File: config.mk
export PLATFORM = sky130hd
export DESIGN_NAME = cv_ctrl_mux
export DESIGN_NICKNAME = d
export VERILOG_FILES = /design/src/rtl/cv_ctrl_mux.sv
export SDC_FILE = /design/constraint.sdc
export NUM_CORES = 1
export LEC_CHECK = 0
export CORE_ASPECT_RATIO = 0.6
export CORE_MARGIN = 2
export CORE_UTILIZATION = 50
export CTS_BUF_LIST = sky130_fd_sc_hd__clkbuf_4
export CTS_CLUSTER_DIAMETER = 150
export DETAILED_ROUTE_END_ITERATION = 8
export PLACE_DENSITY = 0.82
export SYNTH_ARGS = -nofsm -noshare
export SYNTH_HDL_FRONTEND = slang
export SYNTH_SLANG_ARGS = --single-unit
File: constraint.sdc
create_clock -name clk_sys -period 12.9 [get_ports clk_sys]
set_input_delay 1.29 -clock clk_sys [delete_from_list [all_inputs] [get_ports clk_sys]]
set_output_delay 1.29 -clock clk_sys [all_outputs]
set_load 0.005 [all_outputs]
File: src/rtl/cv_ctrl_mux.sv
// cv_ctrl_mux: ColecoVision DB9 front end (keypad/joystick mux, spinner quadrature, autofire under CV_CTRL_AUTOFIRE_EN).
// Registered outputs with 1-ce latency; no backpressure, all state advances only on ce.
module cv_ctrl_mux #(
   parameter int NUM_PORTS    = 2,
   parameter int QUAD_DIV     = 32,
   parameter int ACC_W        = 10,
   parameter int AUTOFIRE_DIV = 4096
) (
   input  logic                   clk_sys,
   input  logic                   reset,
   input  logic                   ce,
   input  logic [32*NUM_PORTS-1:0] joy_i,
   input  logic [9*NUM_PORTS-1:0]  spinner_i,
   input  logic [NUM_PORTS-1:0]    sel_key_n_i,
   input  logic [NUM_PORTS-1:0]    sel_joy_n_i,
   output logic [4*NUM_PORTS-1:0]  ctrl_o,
   output logic [NUM_PORTS-1:0]    fire_n_o,
   output logic [2*NUM_PORTS-1:0]  quad_o
);

   localparam int DIV_W = (QUAD_DIV > 2) ? $clog2(QUAD_DIV) : 1;
   localparam logic signed [ACC_W+1:0] ACC_MAX = (ACC_W+2)'((2 ** (ACC_W-1)) - 1);
   localparam logic signed [ACC_W+1:0] ACC_MIN = (ACC_W+2)'(-(2 ** (ACC_W-1)));

   function automatic logic [3:0] key_code(input logic [31:0] jw);
      logic [3:0] c;
      if      (jw[8])  c = 4'b0011;
      else if (jw[9])  c = 4'b1110;
      else if (jw[10]) c = 4'b1101;
      else if (jw[11]) c = 4'b0110;
      else if (jw[12]) c = 4'b0001;
      else if (jw[13]) c = 4'b1001;
      else if (jw[14]) c = 4'b0111;
      else if (jw[15]) c = 4'b1100;
      else if (jw[16]) c = 4'b1000;
      else if (jw[17]) c = 4'b1011;
      else if (jw[6])  c = 4'b1010;
      else if (jw[7])  c = 4'b0101;
      else if (jw[18]) c = 4'b0100;
      else if (jw[19]) c = 4'b0010;
      else             c = 4'b1111;
      return c;
   endfunction

`ifndef CV_CTRL_AUTOFIRE_EN
   logic unused_cfg;
   assign unused_cfg = (AUTOFIRE_DIV > 1);
`endif

   for (genvar p = 0; p < NUM_PORTS; p++) begin : g_port
      logic [31:0]             j;
      logic [8:0]              sp;
      logic                    fire1, fire2;
      logic [3:0]              key_nib, joy_nib;
      logic                    key_f, joy_f;
      logic [DIV_W-1:0]        div_q;
      logic [1:0]              phase_q, phase_d;
      logic signed [ACC_W-1:0] acc_q, acc_d;
      logic signed [ACC_W+1:0] acc_x, delta_x, adj_x, sum_x;
      logic                    tog_q, tog_vld_q;
      logic [3:0]              ctrl_q;
      logic                    fire_q;
      logic                    tc, cap, step_up, step_dn;
      logic                    unused_hi;

      assign j  = joy_i[32*p +: 32];
      assign sp = spinner_i[9*p +: 9];

`ifdef CV_CTRL_AUTOFIRE_EN
      localparam int AF_W = (AUTOFIRE_DIV > 2) ? $clog2(AUTOFIRE_DIV) : 1;
      logic [AF_W-1:0] af_cnt_q;
      logic            af_ph_q;

      always_ff @(posedge clk_sys or posedge reset) begin
         if (reset) begin
            af_cnt_q <= '0;
            af_ph_q  <= 1'b0;
         end else if (ce) begin
            if (af_cnt_q == AF_W'(AUTOFIRE_DIV - 1)) begin
               af_cnt_q <= '0;
               af_ph_q  <= ~af_ph_q;
            end else begin
               af_cnt_q <= af_cnt_q + AF_W'(1);
            end
         end
      end

      // Autofire releases the held button during the high half of the phase.
      assign fire1     = j[4] & ~(j[20] & af_ph_q);
      assign fire2     = j[5] & ~(j[20] & af_ph_q);
      assign unused_hi = ^j[31:21];
`else
      assign fire1     = j[4];
      assign fire2     = j[5];
      assign unused_hi = ^j[31:20];
`endif

      assign key_nib = sel_key_n_i[p] ? 4'hF : key_code(j);
      assign key_f   = sel_key_n_i[p] | ~fire2;
      assign joy_nib = sel_joy_n_i[p] ? 4'hF : ~{j[3], j[0], j[2], j[1]};
      assign joy_f   = sel_joy_n_i[p] | ~fire1;

      assign tc      = (div_q == DIV_W'(QUAD_DIV - 1));
      assign cap     = tog_vld_q & (sp[8] ^ tog_q);
      assign step_up = tc & ~acc_q[ACC_W-1] & (acc_q != '0);
      assign step_dn = tc & acc_q[ACC_W-1];

      // Capture and step fold into one saturating add so neither is lost.
      always_comb begin
         acc_x   = {{2{acc_q[ACC_W-1]}}, acc_q};
         delta_x = cap ? {{(ACC_W-6){sp[7]}}, sp[7:0]} : '0;
         adj_x   = '0;
         phase_d = phase_q;
         if (step_up) begin
            adj_x   = '1;
            phase_d = phase_q + 2'd1;
         end else if (step_dn) begin
            adj_x   = (ACC_W+2)'(1);
            phase_d = phase_q - 2'd1;
         end
         sum_x = acc_x + delta_x + adj_x;
         if (sum_x > ACC_MAX)      acc_d = ACC_MAX[ACC_W-1:0];
         else if (sum_x < ACC_MIN) acc_d = ACC_MIN[ACC_W-1:0];
         else                      acc_d = sum_x[ACC_W-1:0];
      end

      always_ff @(posedge clk_sys or posedge reset) begin
         if (reset) begin
            div_q     <= '0;
            phase_q   <= 2'd0;
            acc_q     <= '0;
            tog_q     <= 1'b0;
            tog_vld_q <= 1'b0;
            ctrl_q    <= 4'hF;
            fire_q    <= 1'b1;
         end else if (ce) begin
            div_q     <= tc ? '0 : div_q + DIV_W'(1);
            phase_q   <= phase_d;
            acc_q     <= acc_d;
            tog_q     <= sp[8];
            tog_vld_q <= 1'b1;
            ctrl_q    <= key_nib & joy_nib;
            fire_q    <= key_f & joy_f;
         end
      end

      assign ctrl_o[4*p +: 4] = ctrl_q;
      assign fire_n_o[p]      = fire_q;
      // Gray decode of phase: 0=11, 1=10, 2=00, 3=01.
      assign quad_o[2*p +: 2] = {~phase_q[1], ~(phase_q[1] ^ phase_q[0])};
   end

endmodule

==> impl.org <==
** Logic synthesis
- Post-synthesis cell type count :: 58
- After synthesis the cells add up to around 4000 um^2.
- Synth Flop Type :: dfrtp_1
- Warnings, synthesis :: 0
- Synthesis inferred 47 register bits.
- Nets in the synthesized netlist :: 559
- Complex-gate fraction of the synthesized area :: 0.237
- Number of enable-type register cells in the synthesized netlist :: 0
- Each instance of the synthesized netlist takes up on average 9.40 um^2.
- Of the total synthesized cell area, the portion taken by AND, OR, NAND and NOR gates is 0.156.
- Synthesized netlist cell count :: around 420
- Proportion of synthesized chip area in sequential cells :: 0.298
- Measured against the total synthesized area, the mux share comes to 0.0311.
- Share of flip-flops with an asynchronous set or reset :: 1.00
- Share of the synthesized netlist area taken by xor and xnor gates :: 0.0462
- Adder-cell area share of the yosys netlist :: 0.186
- By area, the combinational part of the netlist is dominated by compound AO/OA/AOI/OAI gates.

** Worst setup path
- Max incr delay on CP :: ~0.66 ns
- For the worst setup path, the data required time is 13.20 ns.
- Critical path's top delay family :: compound AO/OA/AOI/OAI gates
- The worst setup path is launched from a primary input.
- The number of buffers and inverters on the critical path is 2.
- In this run the register-to-register setup slack is 7.83 ns.
- Critical-path cell with the highest stage delay :: a2111oi_2
- Critical Path AT :: 5.56 ns
- Along the worst path, the maximum fanout reaches 8.
- The critical path is of the primary input to register type.
- Critical Path, Cell by Cell :: clkdlybuf4s50_1, xor2_1, nand3_1, fa_1, inv_1, ha_1, fa_1, a21oi_1, nor2_1, o21ai_0, a21oi_1, a2111oi_2, o21ai_2, o221ai_1
- Capturing element type of the critical path :: register

** Floorplan
- The floorplan has 25 rows.
- The initial utilization of the core area, before any placement, comes to 0.511.
- The core region is 7790 um^2.
- Die Y :: 73.1 um
- 103 I/O pins were placed.
- Horizontal die dimension :: 119 um
- The die covers slightly below 9000 um^2.

** Detailed routing
- For this block, the routed nets add up to 9.93 mm of wire.
- Using the TritonRoute via totals, the vias-per-cell ratio works out to 5.92.
- DRT Pass-1 Iters :: 5
- Post-detailed-route DRC marker count :: 0
- After the first detailed-routing iteration, the DRC count stood at 292.
- Post-route ant nets :: 0
- For this block, the via count after detailed routing is 3604.
- Wire length per cell after detailed routing :: 16.3 um

** Clock network
- TritonCTS built the clock tree.
- The cell sitting at the root of the clock tree is a clkbuf_4.
- CTS sink cnt :: 47
- Clk Latency, worst-skew pair :: around 0.37 ns
- After clock tree synthesis, the setup repair step added 0 buffers.
- Deepest level of the CTS H-tree :: 2
- Number of buffers created by CTS :: 5
- After clock tree synthesis, the clock-pin slew on the worst setup and hold paths is around 0.15 ns.
- Largest buffer count on any clock path :: 2
- Post-cts sizing count :: 0
- Hold repair after CTS inserted 0 buffers.

** STA
- Setup total negative slack on the finished layout was measured at 0 ns.
- Derived from the worst setup path, the maximum achievable clock frequency is 190 MHz.
- Tightest slew margin relative to the limit :: 0.349
- Slew of the pin with the lowest slew margin :: between 0.9 and 1 ns
- Setup violations remaining at the end of the flow were counted as 0.
- The count of endpoints failing hold in the final timing report is 0.
- The number of max-slew violations in the final report was 0.
- After layout, the minimum clock period comes to approximately 5.3 ns.
- After layout, the worst setup slack is 7.64 ns.
- For the final database, setup skew stands at 0.0174 ns.
- Of the available clock period, the critical path in the final layout requires 0.408.
- Setup repair after global routing left no endpoint under its margin.
- Hold timing on the final database bottoms out at a slack of 0.486 ns.

** Global route
- Initial antenna violation count :: 0
- Combined global-route utilization of all metal layers :: 0.238
- For this run the aggregate overflow at the end of global routing stands at 0.
- The via count of the first global-routing pass is roughly 3500.
- The first global-routing pass estimated 16.7 mm of wire.
- Entering global routing, the biggest net connects 48 pins.

** Cells and area
- From synthesis to final layout, the design area changed by 23.4%.
- The finished layout holds 609 standard cells, fillers aside.
- Fraction of final layout cells with drive strength greater than 1 :: 0.0798
- The final layout contains between 600 and 700 nets.
- Fillers :: ~630
- The multi-input combinational cells in the finished layout cover a total of 2620 um^2.
- Most common cell after layout, fill and taps aside :: clkdlybuf4s50_1
- The repair_antennas step left the layout with diodes totalling 0.
- Summing all flip-flop and latch instances after layout gives 1190 um^2.
- Top library cells by usage in the layout, fill and taps aside :: clkdlybuf4s50_1, nor2_1, dfrtp_1

** Place
- In this run, placement finished with an instance count of roughly 600.
- Worst slack at placement :: roughly 7.3 ns
- # port buffers :: 78
- Detail Placement HPWL :: just under 8 mm
- Final estimated routing congestion in global placement :: between 0.8 and 0.9

** Run status
- Status :: finished, final reports clean

** Run
- Max-cap viol count :: 0

** Pwr
- IR analysis of the VDD net gives a maximum drop of 0.0873 mV.
- Leakage :: 2.13 nW
- Combinational power share :: 0.639
- Of the total power, registers draw 0.284.
- For this design the total switching power over the nets is between 400 and 500 uW.
- The internal portion of the total power is between 500 and 600 uW.
- Pwr/cell area :: 190 nW/um^2
- Fraction of power spent switching nets :: 0.456
- Of the total power, the clock network draws 0.077.

** Min path
- Path class of the lowest-slack min-delay path :: register to register
-- cell usage after synthesis (5+ instances only) --
cell type / count / share of area
fa_1: 22 / 0.11
o21bai_1: 8 / 0.015
a21oi_1: 28 / 0.035
dfstp_2: 10 / 0.066
xor2_1: 10 / 0.022
inv_1: 36 / 0.034
o211ai_1: 5 / 0.0094
a211oi_1: 5 / 0.0094
nand3_1: 10 / 0.013
dfrtp_1: 37 / 0.23
nand2_1: 15 / 0.014
nor3_1: 12 / 0.015
nor4_1: 5 / 0.0079
mux2_2: 11 / 0.031
o2bb2ai_1: 9 / 0.020
nor2_1: 39 / 0.037
ha_1: 24 / 0.075
o21ai_0: 14 / 0.018
o221ai_1: 14 / 0.031
a21o_1: 9 / 0.017
clkbuf_1: 6 / 0.0057
xnor2_1: 11 / 0.024
nor2b_1: 6 / 0.0094
and3_1: 17 / 0.027
-- state kept, by name, indices dropped and copies added (netlist names) --
signal	flops
g_port.div_q	10
g_port.fire_q	2
g_port.tog_vld_q	1
g_port.acc_q	20
g_port.ctrl_q	8
g_port.tog_q	2
g_port.phase_q	4
-- power by group through the flow --
stage | combinational (mW) | clock [mW] | sequential, mW
6_report | 0.595 | 0.0720 | 0.264
5_1_grt | 0.665 | 0.0810 | 0.273
4_1_cts | 0.592 | 0.0739 | 0.264
3_5_place_dp | 0.587 | 0 | 0.267
3_3_place_gp | 0.563 | 0 | 0.263
2_1_floorplan | 0.442 | 0 | 0.253
-- layer usage --
metal | part of all wire | track usage | wire [um] | up-vias
met5 | 0 | 0 | 0 | -
met4 | 0.0063 | 0.0437 | 63 | 0
met3 | 0.060 | 0.0445 | 599 | 9
met2 | 0.46 | 0.397 | 4590 | 124
met1 | 0.47 | 0.332 | 4670 | 1751
li1 | - | - | - | 1720
-- path summary, 6_finish.rpt --
check	end	startpoint	cells past startpoint
max reg2reg	g_port[0].acc_q[4]	g_port[0].div_q[0]	16
min	g_port[1].ctrl_q[0]	g_port[1].ctrl_q[0]	1
max in group asynchronous	g_port[0].phase_q[1]	reset	2
min reg2reg	g_port[1].ctrl_q[0]	g_port[1].ctrl_q[0]	1
max	g_port[0].acc_q[4]	spinner_i[8]	14
min in group asynchronous	g_port[1].phase_q[1]	reset	2
-- stage by stage --
stage / util / power [mW] / instance area [um^2]
finish: 0.631 / 0.932 / 4910
global route: 0.631 / 1.02 / 4910
CTS: 0.631 / 0.930 / 4910
detailed placement: 0.624 / 0.854 / 4860
global placement: 0.624 / 0.826 / 4860
floorplan: - / 0.695 / 3980
-- final cells by class --
cell class | count | share of cell area
multi-input combinational | 331 | 0.532
timing repair buffer | 79 | 0.160
clock buffer | 6 | 0.00916
clock inverter | 2 | 0.00153
tap | 108 | 0.0275
inverter | 36 | 0.0275
sequential | 47 | 0.242
-- cell families (layout without fill, tap and decap cells) --
kind of cell	after synthesis	after routing
AOI/OAI and AO/OA	130	130
and+or+nand+nor	123	123
DFF	47	47
adders and majority gates	46	46
buffers and inverters	46	123
xor gates and xnor gates	21	21
muxes	11	11
Note: power is estimated with default switching activity, not from simulation.
